**src/rtl/switch_input_capture_pkg.sv**
```systemverilog
// switch_input_capture_pkg
//   Shared definitions for the switch input capture block: the handshake
//   FSM state encoding and the default debounce length.
package switch_input_capture_pkg;

    typedef enum logic {
        IDLE    = 1'b0,
        PRESENT = 1'b1
    } state_t;

    localparam int unsigned DEBOUNCE_CYCLES_DEFAULT = 4;

endpackage

```
**src/rtl/switch_input_capture_input_debounce.sv**
```systemverilog
// input_debounce
//   Two-flop synchronizer followed by a whole-vector debouncer. A new value
//   is accepted only after DEBOUNCE_CYCLES consecutive equal synchronized
//   samples; any bit change restarts the count.
// Ports:
//   clk   - sampling clock
//   reset - synchronous, active-high
//   raw   - asynchronous switch inputs
//   deb   - debounced value
module input_debounce
    import switch_input_capture_pkg::*;
#(
    parameter int unsigned WIDTH           = 9,
    parameter int unsigned DEBOUNCE_CYCLES = DEBOUNCE_CYCLES_DEFAULT
) (
    input  logic             clk,
    input  logic             reset,
    input  logic [WIDTH-1:0] raw,
    output logic [WIDTH-1:0] deb
);

    localparam logic [7:0] CNT_LAST = 8'(DEBOUNCE_CYCLES - 1);

    logic [WIDTH-1:0] sync1;
    logic [WIDTH-1:0] sync2;
    logic [WIDTH-1:0] cand;
    logic [7:0]       cnt;

    always_ff @(posedge clk) begin
        if (reset) begin
            sync1 <= '0;
            sync2 <= '0;
            cand  <= '0;
            cnt   <= '0;
            deb   <= '0;
        end else begin
            sync1 <= raw;
            sync2 <= sync1;
            if (sync2 != cand) begin
                cand <= sync2;
                cnt  <= '0;
            end else if (cnt < CNT_LAST) begin
                cnt <= cnt + 8'd1;
            end else begin
                deb <= cand;
            end
        end
    end

endmodule

```
**src/rtl/switch_input_capture.sv**
```systemverilog
// switch_input_capture
//   Captures a data word from debounced switches when the enter switch is
//   pressed and presents it to the CPU with a valid/ready handshake.
// Ports:
//   SEGclk       - sampling clock
//   reset        - synchronous, active-high
//   sw_data_raw  - asynchronous data switches
//   sw_enter_raw - asynchronous commit switch
//   ovr_clear    - clears the overrun flag (a simultaneous set wins)
//   in_ready     - CPU accepts the presented word
//   in_valid     - a captured word is presented
//   in_data      - captured word
//   sw_stable    - debounced data switches (LED echo)
//   overrun      - sticky: a commit was lost while a word was pending
module switch_input_capture
    import switch_input_capture_pkg::*;
#(
    parameter int unsigned DEBOUNCE_CYCLES = DEBOUNCE_CYCLES_DEFAULT,
    parameter int unsigned DATA_W          = 8
) (
    input  logic              SEGclk,
    input  logic              reset,
    input  logic [DATA_W-1:0] sw_data_raw,
    input  logic              sw_enter_raw,
    input  logic              ovr_clear,
    input  logic              in_ready,
    output logic              in_valid,
    output logic [DATA_W-1:0] in_data,
    output logic [DATA_W-1:0] sw_stable,
    output logic              overrun
);

    logic [DATA_W:0]   deb;
    logic              deb_enter;
    logic              deb_enter_prev;
    logic              commit;

    state_t            state;
    state_t            state_next;
    logic [DATA_W-1:0] data_next;
    logic              overrun_next;

    // Enter and data are debounced as one vector so the captured word is
    // always the one that was stable alongside the enter press.
    input_debounce #(
        .WIDTH           (DATA_W + 1),
        .DEBOUNCE_CYCLES (DEBOUNCE_CYCLES)
    ) u_input_debounce (
        .clk   (SEGclk),
        .reset (reset),
        .raw   ({sw_enter_raw, sw_data_raw}),
        .deb   (deb)
    );

    assign sw_stable = deb[DATA_W-1:0];
    assign deb_enter = deb[DATA_W];

    always_ff @(posedge SEGclk) begin
        if (reset) begin
            deb_enter_prev <= 1'b0;
        end else begin
            deb_enter_prev <= deb_enter;
        end
    end

    // Rising edge only: releasing the switch never commits.
    assign commit = deb_enter & ~deb_enter_prev;

    always_ff @(posedge SEGclk) begin
        if (reset) begin
            state   <= IDLE;
            in_data <= '0;
            overrun <= 1'b0;
        end else begin
            state   <= state_next;
            in_data <= data_next;
            overrun <= overrun_next;
        end
    end

    always_comb begin
        state_next   = state;
        data_next    = in_data;
        overrun_next = ovr_clear ? 1'b0 : overrun;
        case (state)
            IDLE: begin
                if (commit) begin
                    data_next  = sw_stable;
                    state_next = PRESENT;
                end
            end
            PRESENT: begin
                if (in_ready) begin
                    if (commit) begin
                        data_next = sw_stable;
                    end else begin
                        state_next = IDLE;
                    end
                end else if (commit) begin
                    overrun_next = 1'b1;
                end
            end
            default: begin
                state_next = IDLE;
            end
        endcase
    end

    assign in_valid = (state == PRESENT);

endmodule
```
**config.mk**
```make
export PLATFORM = sky130hd
export DESIGN_NAME = switch_input_capture
export DESIGN_NICKNAME = d
export VERILOG_FILES = /design/src/rtl/switch_input_capture_pkg.sv /design/src/rtl/switch_input_capture_input_debounce.sv /design/src/rtl/switch_input_capture.sv
export SDC_FILE = /design/constraint.sdc
export NUM_CORES = 1
export LEC_CHECK = 0
export CAP_MARGIN = 20
export CORE_ASPECT_RATIO = 0.6
export CORE_MARGIN = 2
export CORE_UTILIZATION = 35
export DETAILED_ROUTE_END_ITERATION = 10
export GPL_TIMING_DRIVEN = 0
export HOLD_SLACK_MARGIN = 0.15
export SYNTH_ARGS = -nofsm -noshare
export SYNTH_HDL_FRONTEND = slang
export SYNTH_SLANG_ARGS = --single-unit
```
**constraint.sdc**
```tcl
create_clock -name SEGclk -period 1.4 [get_ports SEGclk]
set_input_delay 0.28 -clock SEGclk [delete_from_list [all_inputs] [get_ports SEGclk]]
set_output_delay 0.28 -clock SEGclk [all_outputs]
set_load 0.005 [all_outputs]
```
==> results.md, run 1 <==
- The total power is ~2.6 mW.
- The run finished, with violations left.
- During synthesis, Yosys emitted a total of 0 warnings.
- For this design, the CTS-stage hold fixing added 0 buffers.
- In this run the core area contains 21 standard-cell rows.
- The routed layout has about 1200 vias.
- Derived from the worst setup path, the maximum achievable clock frequency is between 600 and 700 MHz.
- The full die area is roughly 0.0062 mm^2.
- The share of synthesized cell area in full adder, half adder and majority cells is 0.00639.
- Of the post-synthesis cell area, the dominant cell type holds 0.562.
- After synthesis, the mean cell area works out to 11.1 um^2.
- In the finished design, the share of the clock period the worst path needs comes to 1.10.
- Hold timing on the final database bottoms out at a slack of 0.378 ns.
- The minimum period implied by the final worst setup slack is approximately 1.5 ns.
- Walking the worst path, the cells encountered are xnor2_1, nand4_1, nor4b_4, buf_6, buf_12, mux2i_1.
- The final sum of negative setup slack is -1.50 ns.
- The placeable core area is 0.00549 mm^2.
- Yosys attributes the largest share of cell area to sky130_fd_sc_hd__dfxtp_1 (56%), sky130_fd_sc_hd__nor2b_1 (9.9%), sky130_fd_sc_hd__mux2i_1 (8.7%).
- For the worst flop-to-flop path, the logic depth is 6.
- Fill cells in the final layout number between 500 and 600.
- Setup violations remaining at the end of the flow were counted as 17.
- The share of cell area taken by muxes after synthesis is 0.0946.
- Setup slack on the worst reg-to-reg path comes out at -0.14 ns.
- The number of buffers inserted during clock tree synthesis is 5.
- The weighted congestion at the end of routability-driven global placement is 0.682.
- In the final routed layout, each cell accounts on average for around 12 um.
- The number of I/O port buffers is 29.
- The top-level I/O count is 31.
- The compound-cell area share of the yosys netlist is 0.00703.
- The via count of the first global-routing pass is 1206.
- The actual transition at the worst max-transition pin is between 0.5 and 0.6 ns.
- The via density per instance is 4.19.
- 0 antenna diodes ended up in the layout.
- The worst path arrival time is 1.76 ns.
- Of the cells placed in the final design, the portion with a size suffix greater than 1 is 0.263.
- Entering global routing, the biggest net connects 16 pins.
- The startpoint of the worst register-to-register path is u_input_debounce.cand[8].
- The dominant combinational cell family by area after synthesis is simple AND/OR/NAND/NOR gates.
- In this run the power density over the cells is 1010 mW/mm^2.
- After detailed routing, the total wire length is 3.39 mm.
- The number of nets in the synthesized netlist is 190.
- The slowest stage of the critical path is the sky130_fd_sc_hd__dfxtp_1 cell.
- The total grt overflow is 0.
- After synthesis the netlist holds a flip-flop and latch count of 55.
- The required time at the endpoint of the critical path is 1.62 ns.
- The share of synthesized cell area in and, or, nand and nor gates is 0.233.
- After layout, the worst setup slack is -0.142 ns.
- For this run, the total global-route usage over all layers was measured as 0.118.
- The TritonCTS sink count is between 50 and 60.
- In this run, the number of DRC markers left after iteration 0 of detailed routing was 8.
- The finished cells cover 0.00256 mm^2.
- Relative to the synthesized area, the layout overhead comes to 30.7%.
- The initial core utilization is 0.357.
- The longest clock path from root to sink contains 2 buffers.
- The final-report max-slew violation count is 0.
- The relative slew slack is 0.664.
- CTS placed an instance of sky130_fd_sc_hd__clkbuf_8 at the clock tree root.
- The net count reported at finish is 239.
- The xor-xnor portion of the synthesized cell area is 0.0447.
- The proportion of synthesized chip area in sequential cells is 0.562.
- The die is 61.9 um tall.
- Max-cap violations in this run came to 0.
- The cell count after synthesis came out at approximately 180.
- The clock tree from TritonCTS is yes.
- Setup repair after global routing could not meet its margin everywhere.
- The worst-case IR drop observed on VDD is 0.419 mV.
- The first global-routing pass estimated 5.42 mm of wire.
- After synthesis the cells add up to 0.00196 mm^2.
- After clock tree synthesis, the clock-pin slew on the worst setup and hold paths is 0.09 ns.
- The HPWL after detailed placement is around 2.3 mm.
- STA classifies the critical path endpoint as a flip-flop.
- The first TritonRoute pass finished after 4 iterations.
- The number of nets with antenna violations after detailed routing is 0.
- The critical path ends at u_input_debounce.deb[2].
- The final count of hold timing violations is 0.
- The reg-to-reg critical path endpoint is u_input_debounce.deb[2].
- The leakage dissipation is between 1 and 1.5 nW.
- The initial antenna violation count is 0.
- Along the worst path, the maximum fanout reaches 8.
- The number of DRC violations after detailed routing is 0.
- The top cell type by total area after synthesis is sky130_fd_sc_hd__dfxtp_1.
- The area after detailed placement is 0.00233 mm^2.
- For the worst-skew pair, the clock arrives at the later sink with an insertion delay of 0.30 ns.
- The longest individual stage delay on the worst path is 0.34 ns.
- The unique cell type count in the Yosys netlist is 23.
- The floorplan step set the die width to 101 um.
- The final worst clock skew is 0.00750 ns.
- The checks that failed: negative setup slack.
- The type of the worst min-delay path is in -> reg.
- The number of H-tree levels is 2.
- The launch point of the critical path is u_input_debounce.cand[8].
- The worst setup path is launched from a flip-flop.
- The worst setup path is of the reg -> reg kind.
through the flow:
| stage | util | std cells | setup slack, ns |
|---|---|---|---|
| final | 0.466 | 293 | -0.142 |
| after global routing | 0.466 | 293 | -0.235 |
| after CTS | 0.458 | 291 | -0.119 |
| after detailed placement | 0.425 | 274 | -0.287 |
| after global placement | 0.425 | 274 | -0.270 |
| after floorplan | - | 176 | -0.0665 |
layer usage:
layer / vias to the layer above / GRT usage / wire length (um)
met3: 4 / 0.0447 / 172
met2: 22 / 0.187 / 1430
li1: 645 / - / -
met4: 0 / 0.0587 / 47
met5: - / 0 / 0
met1: 557 / 0.145 / 1740
worst min path at each step:
stage	startpoint	end	slack, ns	cells after the start
global placement	u_input_debounce.sync1[7]	u_input_debounce.sync2[7]	0.42	1
detailed placement	u_input_debounce.sync1[4]	u_input_debounce.sync2[4]	0.42	1
CTS	reset	u_input_debounce.sync1[6]	0.37	2
floorplan	sw_data_raw[0]	u_input_debounce.sync1[0]	0.41	1
global route	reset	u_input_debounce.sync1[6]	0.39	2
finish	reset	u_input_debounce.sync1[5]	0.38	2
worst max-delay path: cells and delay by family (launching register included):
family                    cells  cell delay, ns
DFF                           1            0.34
muxes                         1            0.20
and+or+nand+nor               2            0.45
xor gates and xnor gates      1            0.20
buffers and inverters         2            0.27
cell usage in the layout, fill, tap and decap left out, drive strengths merged:
| master | Yosys | layout |
|---|---|---|
| nor3 | 1 | 1 |
| and2 | 7 | 7 |
| mux2i | 17 | 17 |
| clkdlybuf4s50 | 0 | 11 |
| inv | 1 | 1 |
| nor4b | 1 | 1 |
| nor2 | 9 | 9 |
| clkbuf | 6 | 11 |
| mux2 | 1 | 1 |
| a2bb2oi | 1 | 1 |
| nand2 | 2 | 2 |
| clkinvlp | 0 | 1 |
| dlygate4sd2 | 0 | 18 |
| dfxtp | 55 | 55 |
| nand3 | 1 | 1 |
| xnor2 | 10 | 10 |
| nand2b | 18 | 18 |
| a21oi | 1 | 1 |
| nor4 | 2 | 2 |
| nand4 | 1 | 1 |
| ha | 1 | 1 |
| nor2b | 31 | 31 |
| buf | 10 | 23 |
where the power goes:
part           leakage, nW  switching, mW  internal, mW
clock               0.0361          0.479         0.333
sequential           0.457         0.0154          1.60
combinational        0.551         0.0730        0.0907
kinds of logic (layout without fill, tap and decap cells):
logic type | after synthesis | count (layout)
buf+inv | 17 | 65
simple gates | 73 | 73
flops | 55 | 55
compound gates | 2 | 2
xor+xnor | 10 | 10
mux | 18 | 18
fa+ha+maj | 1 | 1
cell usage after synthesis:
cell type,instances
sky130_fd_sc_hd__a21oi_1,1
sky130_fd_sc_hd__a2bb2oi_1,1
sky130_fd_sc_hd__and2_1,7
sky130_fd_sc_hd__buf_2,1
sky130_fd_sc_hd__buf_4,8
sky130_fd_sc_hd__buf_6,1
sky130_fd_sc_hd__clkbuf_1,6
sky130_fd_sc_hd__dfxtp_1,55
sky130_fd_sc_hd__ha_1,1
sky130_fd_sc_hd__inv_1,1
sky130_fd_sc_hd__mux2_4,1
sky130_fd_sc_hd__mux2i_1,17
sky130_fd_sc_hd__nand2_1,2
sky130_fd_sc_hd__nand2b_1,18
sky130_fd_sc_hd__nand3_2,1
sky130_fd_sc_hd__nand4_1,1
sky130_fd_sc_hd__nor2_1,9
sky130_fd_sc_hd__nor2b_1,31
sky130_fd_sc_hd__nor3_1,1
sky130_fd_sc_hd__nor4_1,1
sky130_fd_sc_hd__nor4_2,1
sky130_fd_sc_hd__nor4b_4,1
sky130_fd_sc_hd__xnor2_1,10
sequential cells by signal, indices dropped and copies added (netlist names):
register                count
u_input_debounce.cnt        8
u_input_debounce.sync1      9
u_input_debounce.deb        9
overrun                     1
deb_enter_prev              1
in_data                     8
u_input_debounce.sync2      9
u_input_debounce.cand       9
in_valid                    1
cell type report:
cell class	instances	area [um^2]	area share
clock buffer	5	68.8	0.0269
tap	69	86.3	0.0337
sequential	55	1120	0.439
multi-input combinational	104	786	0.307
inverter	1	3.75	0.00147
timing repair buffer	42	382	0.149
buffer	16	101	0.0396
clock inverter	1	7.51	0.00293
what timing repair did:
| item | CTS | global route |
|---|---|---|
| setup endpoints to repair | 35 | 25 |
| setup buffers | 11 | 2 |
| gates resized for setup | 38 | 10 |
| pin swaps | 3 | 5 |
Note: power is estimated with default switching activity, not from simulation.
==> inputs of run 2 (changes only) <==
Settings changed: ABC_AREA from default to 1, SETUP_SLACK_MARGIN from default to 0.02.
==> results.md, run 2 <==
- The flow ran to the end, and the final reports show no timing, DRC or antenna violations.
- The unique cell type count in the Yosys netlist came to 19 (-17%).
- The weighted congestion at the end of routability-driven global placement is 0.750 (+9.9%).
- The internal cell power is 2.28 mW (+13%).
- The most common cell in the synthesized netlist is sky130_fd_sc_hd__inv_1.
- The total grt overflow is 0 (unchanged).
- The total power is 2.92 mW (+13%).
- The net count reported at finish is 327 (+37%).
- The placeable core area is 0.00560 mm^2 (+1.9%).
- The number of H-tree levels is 2 (unchanged).
- The initial antenna violation count is 0 (unchanged).
- The switching power came to 0.641 mW (+13%).
- The path class of the tightest hold or removal check is reg -> reg.
- The number of I/O port buffers is 30 (+3.4%).
- The final sum of negative setup slack was 0 ns (+1.50 ns).
- The final-report max-slew violation count came to 0 (unchanged).
- The share of the synthesized area in the top cell type is 0.538 (-0.0241).
- The layout filler cell count is 596 (+12%).
- The leakage dissipation is 1.28 nW (+23%).
- The TritonCTS sink count is 55 (unchanged).
- The floorplan die height is 63.2 um (+2.1%).
- The number of diodes was 0 (unchanged).
- The via density per instance is 3.95 (-5.7%).
- The area growth from synthesis to layout is 33.2%.
- The average cell area after synthesis is 7.72 um^2 (-31%).
- The clock latency of the later-clocked register in the worst-skew pair was 0.31 ns (about the same).
- The total global routing track utilization was 0.133 (+0.0150).
- The actual transition at the worst max-transition pin is 0.493 ns (-0.0114 ns).
- After synthesis, the cell types taking the most area are sky130_fd_sc_hd__dfxtp_1 (54%), sky130_fd_sc_hd__inv_1 (12%), sky130_fd_sc_hd__nor2_1 (9.2%).
- The proportion of register bits with asynchronous set or reset after synthesis was 0 (unchanged).
- The DRC marker count from the first detailed-route iteration was 67 (+59).
- The number of buffers inserted during clock tree synthesis is 5 (unchanged).
- The number of cell instances on the worst register-to-register path is 7 (+1).
- The fraction of layout instances using a drive strength above 1 is 0.229 (-0.0341).
- The switching power as a share of total power is 0.219 (about the same).
- The number of DRC violations after detailed routing is 0 (unchanged).
- The pin count of the biggest net entering global routing is 17 (+1).
- The commonest cells after synthesis are sky130_fd_sc_hd__inv_1 (66), sky130_fd_sc_hd__dfxtp_1 (55), sky130_fd_sc_hd__nor2_1 (50).
- The top cell type by total area after synthesis is sky130_fd_sc_hd__dfxtp_1.
- The via count of the first global-routing pass came to 1489 (+23%).
- The class of the most critical setup path is reg -> reg.
- TritonCTS built the clock tree.
- The detailed-router iteration count before antenna repair is 4 (unchanged).
- The number of nets with antenna violations after detailed routing is 0 (unchanged).
- The full die area came to 0.00649 mm^2 (+4.2%).
- The required time at the endpoint of the critical path was 1.61 ns (about the same).
- The net count after synthesis was 279 (+47%).
- The library cells used most frequently in the layout, excluding fill and tap cells, are sky130_fd_sc_hd__inv_1 (61), sky130_fd_sc_hd__nor2_1 (43), sky130_fd_sc_hd__nand2_1 (36), sky130_fd_sc_hd__dfxtp_1 (32), sky130_fd_sc_hd__dfxtp_2 (23).
- The worst-case clock buffer depth is 2 (unchanged).
- The total number of vias came to 1558 (+27%).
- The synthesized netlist cell count is 265 (+51%).
- The relative contribution of the clock network to total power is 0.372 (+0.058).
- The HPWL after detailed placement came to 2.63 mm (+17%).
- The cts-stage hold buffer count is 0 (unchanged).
- The final worst clock skew is 0.00252 ns (-0.00498 ns).
- The floorplan row count was 21 (unchanged).
- The power share of the combinational group is 0.075 (+0.012).
- The worst voltage drop across the vdd grid came to 0.463 mV (+11%).
- The number of warnings printed during yosys synthesis is 0 (unchanged).
- The category of the worst setup path launch point is a flip-flop.
- The type of element capturing the critical path is a flip-flop.
- The final count of hold timing violations is 0 (unchanged).
- Clock tree synthesis selected as its root buffer the cell sky130_fd_sc_hd__clkbuf_8.
- The relative slew slack is 0.671 (+0.00762).
- For this run, the leading register cell type out of synthesis is sky130_fd_sc_hd__dfxtp_1.
- The number of enable flip-flop cells after synthesis is 0 (unchanged).
- The final count of negative-setup-slack endpoints was 0 (-17).
- The count of maximum capacitance violations was 0 (unchanged).
- The number of synthesized register bits is 55 (unchanged).
- The count of placed standard cells including taps was 375 (+37%).
- The cell area after synthesis is 0.00205 mm^2 (+4.5%).
- The top-level I/O count is 31 (unchanged).
- The most common cell after layout, fill and taps aside is sky130_fd_sc_hd__inv_1.
- The worst path arrival time is 1.53 ns (-0.23 ns).
- The number of cells on the worst hold path came to 2 (unchanged).
- The final cell count without fillers was 394 (+34%).
- The proportion of synthesized chip area in sequential cells came to 0.538 (-0.0241).
- The maximum clock rate is 757 MHz (+17%).
- The power density relative to cell area is 1070 mW/mm^2 (+6.0%).
- The minimum period implied by the final worst setup slack is 1.32 ns (-0.222 ns).
- The final wirelength was 3.78 mm (+12%).
- Setup repair after global routing could not meet its margin everywhere.
- The part of the cycle the worst path needs was 0.943 (-0.158).
- The worst-path maximum fanout is 5 (-3).
- The clock-pin transition on the worst setup and hold timing paths was 0.09 ns (about the same).
- The register share of total power was 0.553 (-0.070).
- The initial core utilization is 0.366 (+0.00895).
- The global-route wire length before repair is 6.60 mm (+22%).
- The width of the die is 103 um (+2.1%).
- The post-route worst hold slack is 0.404 ns (+0.0263 ns).
- The wire length per cell after detailed routing is 9.60 um (-17%).
run 2: final timing paths:
| check | from | endpoint | slack (ns) |
|---|---|---|---|
| max reg2reg | u_input_debounce.cnt[1] | u_input_debounce.cnt[1] | 0.08 |
| min | u_input_debounce.sync1[6] | u_input_debounce.sync2[6] | 0.40 |
| min reg2reg | u_input_debounce.sync1[6] | u_input_debounce.sync2[6] | 0.40 |
| max | u_input_debounce.cnt[1] | u_input_debounce.cnt[1] | 0.08 |
run 2: layer usage:
| layer | GRT usage | share of wire | up-vias |
|---|---|---|---|
| li1 | - | - | 859 |
| met1 | 0.184 | 0.54 | 661 |
| met2 | 0.192 | 0.39 | 30 |
| met3 | 0.0411 | 0.049 | 8 |
| met4 | 0.0550 | 0.017 | 0 |
| met5 | 0 | 0 | - |
run 2: power groups by stage:
| stage | registers (mW) | clock network [mW] | logic [mW] |
|---|---|---|---|
| floorplan | 1.65 | 0 | 0.125 |
| global placement | 1.65 | 0 | 0.182 |
| detailed placement | 1.65 | 0 | 0.185 |
| CTS | 1.61 | 1.11 | 0.190 |
| global route | 1.62 | 1.19 | 0.248 |
| finish | 1.61 | 1.09 | 0.219 |
run 2: critical path: stages, from the launching register on:
cell and delay (ns):
sky130_fd_sc_hd__dfxtp_2 0.34, sky130_fd_sc_hd__ha_4 0.16, sky130_fd_sc_hd__nor2_4 0.10, sky130_fd_sc_hd__nand4_1 0.12
sky130_fd_sc_hd__buf_6 0.16, sky130_fd_sc_hd__buf_6 0.12, sky130_fd_sc_hd__a21oi_1 0.16, sky130_fd_sc_hd__nor2_2 0.05
run 2: logic make-up (layout without fill, tap and decap cells):
family          Yosys count  in the layout  share of synthesized area
fa+ha+maj                 1              1                    0.00612
compound gates           19             19                     0.0465
simple gates            103            103                      0.215
buf+inv                  82            131                      0.173
xor+xnor                  5              5                     0.0214
flops                    55             55                      0.538
run 2: timing repair:
item	CTS	global route
pin swaps	1	9
setup buffers	5	4
resized for setup	39	29
setup endpoints to repair	30	19
cloned	1	1
run 2: stage by stage:
step                utilization  instance area (um^2)  setup slack (ns)
global route              0.487                  2730           -0.0282
finish                    0.487                  2730            0.0795
CTS                       0.468                  2620            0.0297
floorplan                     -                  2050             0.177
global placement          0.437                  2450            -0.337
detailed placement        0.437                  2450            -0.338
run 2: cell type report:
class / count / area (um^2) / share of cell area
clock inverters: 2 / 35.0 / 0.0129
inverters: 66 / 251 / 0.0923
repair buffers: 41 / 368 / 0.135
plain buffers: 16 / 118 / 0.0432
clock buffers: 6 / 82.6 / 0.0303
multi-input cells: 128 / 641 / 0.235
well taps: 80 / 100 / 0.0367
flip-flops and latches: 55 / 1130 / 0.415
